### config.mk
export PLATFORM = sky130hd
export DESIGN_NAME = data_sram_like_bridge_flat
export DESIGN_NICKNAME = d
export VERILOG_FILES = /design/src/rtl/data_sram_like_bridge_pkg.sv /design/src/rtl/data_sram_like_bridge_if.sv /design/src/rtl/data_sram_like_bridge.sv /design/src/flat_wrapper.sv
export SDC_FILE = /design/constraint.sdc
export NUM_CORES = 1
export LEC_CHECK = 0
export BUFFER_PORTS_ARGS = -buffer_cell sky130_fd_sc_hd__buf_2
export CORE_AREA = 2 2 147 77
export DETAILED_ROUTE_END_ITERATION = 8
export DIE_AREA = 0 0 149 79
export PLACE_DENSITY_LB_ADDON = 0.3
export SETUP_SLACK_MARGIN = 0.15
export SYNTH_ARGS = -nofsm -noshare
export SYNTH_HDL_FRONTEND = slang
export SYNTH_SLANG_ARGS = --single-unit
### constraint.sdc
create_clock -name clk -period 1.9 [get_ports clk]
set_clock_uncertainty 0.2 [all_clocks]
set_input_delay 0.095 -clock clk [delete_from_list [all_inputs] [get_ports clk]]
set_output_delay 0.095 -clock clk [all_outputs]
set_load 0.005 [all_outputs]
### src/rtl/data_sram_like_bridge_pkg.sv
// Shared types and constants for the data-side SRAM-like bridge.
package data_sram_like_bridge_pkg;

    localparam int unsigned DefAddrW = 32;
    localparam int unsigned DefDataW = 32;

    typedef enum logic [1:0] {
        StIdle,
        StReq,
        StWait,
        StDone
    } state_e;

    localparam logic [1:0] SizeByte = 2'd0;
    localparam logic [1:0] SizeHalf = 2'd1;
    localparam logic [1:0] SizeWord = 2'd2;

    function automatic logic is_store(input logic [3:0] wen);
        return |wen;
    endfunction

endpackage

### src/rtl/data_sram_like_bridge_if.sv
// SRAM-like bus between the data bridge (master) and the cache/AXI side (slave).
interface data_sram_like_bridge_if #(
    parameter int unsigned ADDR_W = 32,
    parameter int unsigned DATA_W = 32
) ();

    logic              bus_req;
    logic              bus_wr;
    logic [1:0]        bus_size;
    logic [ADDR_W-1:0] bus_addr;
    logic [DATA_W-1:0] bus_wdata;
    logic              bus_addr_ok;
    logic              bus_data_ok;
    logic [DATA_W-1:0] bus_rdata;

    modport master (
        output bus_req,
        output bus_wr,
        output bus_size,
        output bus_addr,
        output bus_wdata,
        input  bus_addr_ok,
        input  bus_data_ok,
        input  bus_rdata
    );

    modport slave (
        input  bus_req,
        input  bus_wr,
        input  bus_size,
        input  bus_addr,
        input  bus_wdata,
        output bus_addr_ok,
        output bus_data_ok,
        output bus_rdata
    );

endinterface

### src/rtl/data_sram_like_bridge.sv
// Turns the M-stage single-cycle data-SRAM access into one SRAM-like bus transaction,
// stalling the pipeline until the data phase completes and holding the load data afterwards.
module data_sram_like_bridge
    import data_sram_like_bridge_pkg::*;
#(
    parameter int unsigned ADDR_W = DefAddrW,
    parameter int unsigned DATA_W = DefDataW
) (
    input  logic              clk,
    input  logic              rst,
    input  logic              data_en,
    input  logic [3:0]        data_wen,
    input  logic [1:0]        data_size_i,
    input  logic [ADDR_W-1:0] data_addr,
    input  logic [DATA_W-1:0] data_wdata,
    input  logic              flush,
    input  logic              pipe_stall,
    output logic [DATA_W-1:0] data_rdata,
    output logic              data_stall,
    data_sram_like_bridge_if.master bus
);

    state_e            state_q, state_d;
    logic              wr_q;
    logic [1:0]        size_q;
    logic [ADDR_W-1:0] addr_q;
    logic [DATA_W-1:0] wdata_q;
    logic [DATA_W-1:0] rdata_q;
    logic              req_ld;
    logic              rdata_ld;

    always_ff @(posedge clk) begin
        if (!rst) begin
            state_q <= StIdle;
            wr_q    <= 1'b0;
            size_q  <= 2'd0;
            addr_q  <= '0;
            wdata_q <= '0;
            rdata_q <= '0;
        end else begin
            state_q <= state_d;
            if (req_ld) begin
                wr_q    <= is_store(data_wen);
                size_q  <= data_size_i;
                addr_q  <= data_addr;
                wdata_q <= data_wdata;
            end
            if (rdata_ld) begin
                rdata_q <= bus.bus_rdata;
            end
        end
    end

    // Once issued, a transaction runs to its data phase; flush only matters in IDLE/DONE.
    always_comb begin
        state_d    = state_q;
        req_ld     = 1'b0;
        rdata_ld   = 1'b0;
        data_stall = 1'b0;
        unique case (state_q)
            StIdle: begin
                if (data_en && !flush) begin
                    req_ld     = 1'b1;
                    data_stall = 1'b1;
                    state_d    = StReq;
                end
            end
            StReq: begin
                data_stall = 1'b1;
                if (bus.bus_addr_ok) begin
                    if (bus.bus_data_ok) begin
                        rdata_ld = 1'b1;
                        state_d  = StDone;
                    end else begin
                        state_d  = StWait;
                    end
                end
            end
            StWait: begin
                data_stall = 1'b1;
                if (bus.bus_data_ok) begin
                    rdata_ld = 1'b1;
                    state_d  = StDone;
                end
            end
            StDone: begin
                if (!pipe_stall || flush) begin
                    state_d = StIdle;
                end
            end
            default: state_d = StIdle;
        endcase
    end

    assign bus.bus_req   = (state_q == StReq);
    assign bus.bus_wr    = wr_q;
    assign bus.bus_size  = size_q;
    assign bus.bus_addr  = addr_q;
    assign bus.bus_wdata = wdata_q;
    assign data_rdata    = rdata_q;

endmodule

### src/flat_wrapper.sv
// flat-port wrapper written by rule: the top's interface ports become plain ports
module data_sram_like_bridge_flat import data_sram_like_bridge_pkg::*;
#(
    parameter int unsigned ADDR_W = DefAddrW,
    parameter int unsigned DATA_W = DefDataW
)
  (clk, rst, data_en, data_wen, data_size_i, data_addr, data_wdata, flush, pipe_stall, data_rdata, data_stall, bus_bus_req, bus_bus_wr, bus_bus_size, bus_bus_addr, bus_bus_wdata, bus_bus_addr_ok, bus_bus_data_ok, bus_bus_rdata);
  data_sram_like_bridge_if #(.ADDR_W(ADDR_W), .DATA_W(DATA_W)) bus_i ();
  input  logic clk;
  input  logic rst;
  input  logic data_en;
  input  logic [3:0] data_wen;
  input  logic [1:0] data_size_i;
  input  logic [ADDR_W-1:0] data_addr;
  input  logic [DATA_W-1:0] data_wdata;
  input  logic flush;
  input  logic pipe_stall;
  output logic [DATA_W-1:0] data_rdata;
  output logic data_stall;
  output wire logic [$bits(bus_i.bus_req)-1:0] bus_bus_req;
  output wire logic [$bits(bus_i.bus_wr)-1:0] bus_bus_wr;
  output wire logic [$bits(bus_i.bus_size)-1:0] bus_bus_size;
  output wire logic [$bits(bus_i.bus_addr)-1:0] bus_bus_addr;
  output wire logic [$bits(bus_i.bus_wdata)-1:0] bus_bus_wdata;
  input wire logic [$bits(bus_i.bus_addr_ok)-1:0] bus_bus_addr_ok;
  input wire logic [$bits(bus_i.bus_data_ok)-1:0] bus_bus_data_ok;
  input wire logic [$bits(bus_i.bus_rdata)-1:0] bus_bus_rdata;
  assign bus_bus_req = bus_i.bus_req;
  assign bus_bus_wr = bus_i.bus_wr;
  assign bus_bus_size = bus_i.bus_size;
  assign bus_bus_addr = bus_i.bus_addr;
  assign bus_bus_wdata = bus_i.bus_wdata;
  assign bus_i.bus_addr_ok = bus_bus_addr_ok;
  assign bus_i.bus_data_ok = bus_bus_data_ok;
  assign bus_i.bus_rdata = bus_bus_rdata;
  data_sram_like_bridge #(.ADDR_W(ADDR_W), .DATA_W(DATA_W)) u_core (.clk(clk), .rst(rst), .data_en(data_en), .data_wen(data_wen), .data_size_i(data_size_i), .data_addr(data_addr), .data_wdata(data_wdata), .flush(flush), .pipe_stall(pipe_stall), .data_rdata(data_rdata), .data_stall(data_stall), .bus(bus_i));
endmodule
; Word-level counts from Yosys, hierarchy flattened
; Cells that the tools add are included.
[word_totals]
ff_bits = 101
in_bits = 109
output_inout_bits = 101
wordCells = 33
[classes]
eq_ne = 7
n_mux = 12
n_reduce_logical = 8
[ops]
columns = op, count
row1 = $mux 2, 4
row2 = $pmux 2 s4, 1
row3 = $ne 2x1->1 const B, 3
row4 = $mux 1, 5
row5 = $eq 2x2->1 const B, 2
row6 = $pmux 1 s2, 2
row7 = $reduce_and 4->1, 1
row8 = $reduce_or 4->1, 1
row9 = $eq 2x1->1 const B, 1
row10 = $logic_not 1->1, 2
row11 = $logic_not 2->1, 1
row12 = $ne 2x2->1 const B, 1
row13 = $reduce_or 2->1, 1
row14 = $logic_and 1x1->1, 1
row15 = $logic_or 1x1->1, 1

; Logic depth before layout (Yosys ltp)
[depth]
depth_word = 4
ltp_mapped = 9
depth_no_buf = 6

; Worst setup path before layout
; OpenSTA, ideal clock, no wires.
[synth_timing]
path_type = register -> register
from = register u_core.state_q[0]
to = register u_core.rdata_q[0], in the netlist u_core.data_rdata[0]
setup_ns = 0.122
arrival_ns = 1.407
required_time_ns = 1.578
slack_ns = 0.171
path_stages_with_launch = 9
path_buffers = 2
synth_period_minus_slack_ns = 1.729
path_cell_list = dfxtp_1 inv_1 ha_1 a21o_1 and3_1 buf_2 buf_4 nand2_1 a21boi_0
[synth_via]
elab_chain_cells = 2
word_cells_on_any_way = 3
classes_between = eq/ne: 2 / mux: 1
[synth_rtl]
columns = item, line
row1 = start: declaration, data_sram_like_bridge.sv:23  ; state_e state_q, state_d;
row2 = start signal: assignment, data_sram_like_bridge.sv:34  ; state_q <= StIdle;
row3 = start signal: assignment, data_sram_like_bridge.sv:41  ; state_q <= state_d;
row4 = $eq 2x2->1 or $eq 2x1->1 (tied branches), data_sram_like_bridge.sv:60  ; unique case (state_q)
row5 = $pmux 1 s2 (*), data_sram_like_bridge.sv:60
row6 = end signal: assignment, data_sram_like_bridge.sv:49  ; rdata_q <= bus.bus_rdata;
row7 = end: declaration, data_sram_like_bridge.sv:28  ; logic [DATA_W-1:0] rdata_q;
; Every way passes the cells marked *; elsewhere a longest branch is shown, timed or not.
; A chain may end at the register's enable or synchronous reset.

; Worst setup path after layout
[layout_timing]
from = register u_core.state_q[1]
to = register u_core.rdata_q[11], in the netlist u_core.data_rdata[11]
; The elaborated chain is that of the path after synthesis.

==> impl_results.md <==
* Outcome: complete, no violations
* Hold EP: u_core.state_q[0]
* Hold depth at 5
* Buffers on Ports at 209
* Initial core utilization at 36.87%
* Root Driver: clkbuf_16
* Syn Area/Cell at 8.484 um^2
* Post-route ant nets at 0
* Slew margin rel. at 76.06%
* Core area at 10610 um^2
* Post-synthesis sequential area ratio at 51.70%
* Most common cell after layout, fill and taps aside: buf_2
* Mapped Area at 3911 um^2
* Share of cells above drive strength 1 at 32.30%
* RSZ-0062 raised after global routing: true
* Overall power at 5834 uW
* Post-Syn Nets at 576
* Worst setup path class: flip-flop to flip-flop
* Area Growth Syn to Fin at 68.55%
* DRC at 0
* Register bit total from synthesis at 101
* Final GP Congestion at 0.7929
* CTS max path bufs at 2
* Num rows at 27
* Critical hold path startpoint: bus_bus_addr_ok
* Worst-skew pair later-pin latency at 0.33 ns
* # setup viols final at 0
* Initial antenna violation count at 1
* 1st-iter DRT viols at 160
* Die width at 149 um
* TritonCTS buffer count at 9
* Reg2reg path depth at 7
* Global-route wire length before repair at 20020 um
* Clk slew on worst S/H paths at 0.07 ns
* Num Clock Sinks at 101
* Final slew viol count at 0
* CTS tree: built
* Final Net Count at 884
* Mapped Cells at 461
* Overflow left after global routing at 0
* Pre-CTS setup slack at 0.01858 ns
* Final worst slack at 0.1764 ns
* Die Height at 79 um
* RR Endpoint: u_core.data_rdata[11]
* Maxcap violations at 0
* Pre-antenna DRT Iters at 4
* Leakage power at 0.003002 uW
* Peak supply drop at 0.0004637 V
* Vias in the first global route at 4301
* Routed WL per cell at 14.11 um
* Count of cell types in the netlist at 21
* Critical path launch point type: flip-flop
* Largest net degree at the start of global routing at 104
* Worst Hold Class: primary input to flip-flop
* # diodes at 0
* # IOs at 210
* CP Capture Type: flip-flop
* Dpl hpwl at 7670 um
* TNS Setup at 0 ns
* Critical Path RT at 1.92 ns
* Slew @ Worst Pin at 0.3591 ns
* Worst-path fanout max at 16
* Fin. Hold Viols at 0
* Peak Freq at 580.2 MHz
* CTS H-tree depth at 3
* Yosys warning total at 0
* Routed via count at 4246
* Internal reg-to-reg setup slack at 0.18 ns
* Worst Path Arrival at 1.74 ns
* PD cells at 884.9 nW/um^2
* Vias per inst at 4.620
* Die area at 11770 um^2
* Final period util at 90.71%
* RR Startpoint: u_core.state_q[1]
* Most frequent cells in the layout: buf_2 (209), nand2_1 (201), dlygate4sd3_1 (104), dfxtp_1 (99), a21boi_0 (57)
* Post-layout min period at 1.724 ns
* Routed wire length at 12970 um
* Total GRT Usage at 21.28%
worst max path at each step:
stage,slack [ns],from,depth (start not counted),endpoint
finish,0.18,u_core.state_q[1],7,u_core.data_rdata[11]
global route,0.08,u_core.state_q[1],7,u_core.data_rdata[11]
CTS,0.14,u_core.state_q[1],6,u_core.data_rdata[28]
detailed placement,0.02,u_core.state_q[0],6,u_core.data_rdata[28]
global placement,0.16,u_core.state_q[0],6,u_core.data_rdata[1]
floorplan,0.17,u_core.state_q[0],8,u_core.data_rdata[0]
repair_timing:
action | in CTS | in global routing
cloned | 1 | 3
setup buffers | 5 | 1
gates resized for setup | 7 | 14
endpoints found under the setup margin | 102 | 58
hold buffers | 103 | 1
pin swaps | 1 | 1
hold endpoints to repair | 101 | 1
cells in the mapped netlist:
| library cell | n | area share, % |
|---|---|---|
| a21boi_0 | 64 | 12 |
| a21boi_1 | 35 | 6.7 |
| a21o_1 | 1 | 0.19 |
| a222oi_1 | 1 | 0.26 |
| and3_1 | 1 | 0.16 |
| buf_2 | 14 | 1.8 |
| buf_4 | 4 | 0.77 |
| buf_6 | 4 | 1.2 |
| clkbuf_1 | 11 | 1.1 |
| dfxtp_1 | 101 | 52 |
| ha_1 | 6 | 1.9 |
| inv_1 | 5 | 0.48 |
| mux2i_1 | 2 | 0.51 |
| nand2_1 | 201 | 19 |
| nand2b_4 | 1 | 0.35 |
| nand3_1 | 2 | 0.26 |
| nor2_1 | 2 | 0.19 |
| nor2_2 | 1 | 0.16 |
| o21ai_0 | 3 | 0.38 |
| o41ai_1 | 1 | 0.22 |
| or2_1 | 1 | 0.16 |
through the flow:
| step | utilization (%) | area [um^2] | cells | hold slack, ns |
|---|---|---|---|---|
| floorplan | - | 3911 | 461 | 0.02983 |
| global placement | 48.05 | 5097 | 789 | 0.1344 |
| detailed placement | 48.05 | 5097 | 789 | 0.1421 |
| CTS | 61.05 | 6476 | 914 | 0.02649 |
| global route | 62.15 | 6593 | 919 | 0.1140 |
| finish | 62.15 | 6593 | 919 | 0.07537 |
cell type report:
| cell class | instances | area (um^2) |
|---|---|---|
| Tap cell | 145 | 181.4 |
| Inverter | 5 | 23.77 |
| Multi-Input combinational cell | 322 | 1708 |
| Sequential cell | 101 | 2029 |
| Clock inverter | 4 | 33.78 |
| Fill cell | 876 | 4015 |
| Timing Repair Buffer | 330 | 2380 |
| Clock buffer | 12 | 236.5 |
cells by family after synthesis:
logic type / Yosys count / share of synthesized area (%)
mux: 2 / 0.5119
buf+inv: 38 / 5.246
flops: 101 / 51.70
compound gates: 105 / 20.06
simple gates: 209 / 20.57
fa+ha+maj: 6 / 1.919
worst max-delay path, cell delays in order (launching register included):
cell	delay [ns]
dfxtp_4	0.38
inv_4	0.05
ha_1	0.20
a21o_1	0.18
and3_2	0.25
clkbuf_16	0.18
nand2_1	0.08
a21boi_0	0.08
power breakdown:
part	total (uW)	internal [uW]	switching, uW
Combinational	1650	858	790
Clock	1690	900	789
Sequential	2500	2360	136
Total	5830	4120	1710
registers in the layout, indices dropped and copies added (netlist names):
name and count:
u_core.data_rdata 32, u_core.state_q 2, u_core.bus.bus_addr 32, u_core.bus.bus_wr 1
u_core.bus.bus_wdata 32, u_core.bus.bus_size 2
layer usage:
layer	vias up	share of wire [%]	global-route usage, %
met5	-	0.10	0
met4	2	2.1	7.143
met3	32	8.6	8.161
met2	168	47	37.24
met1	1951	42	24.04
li1	2093	-	-
Power figures use the tool's default switching activity.
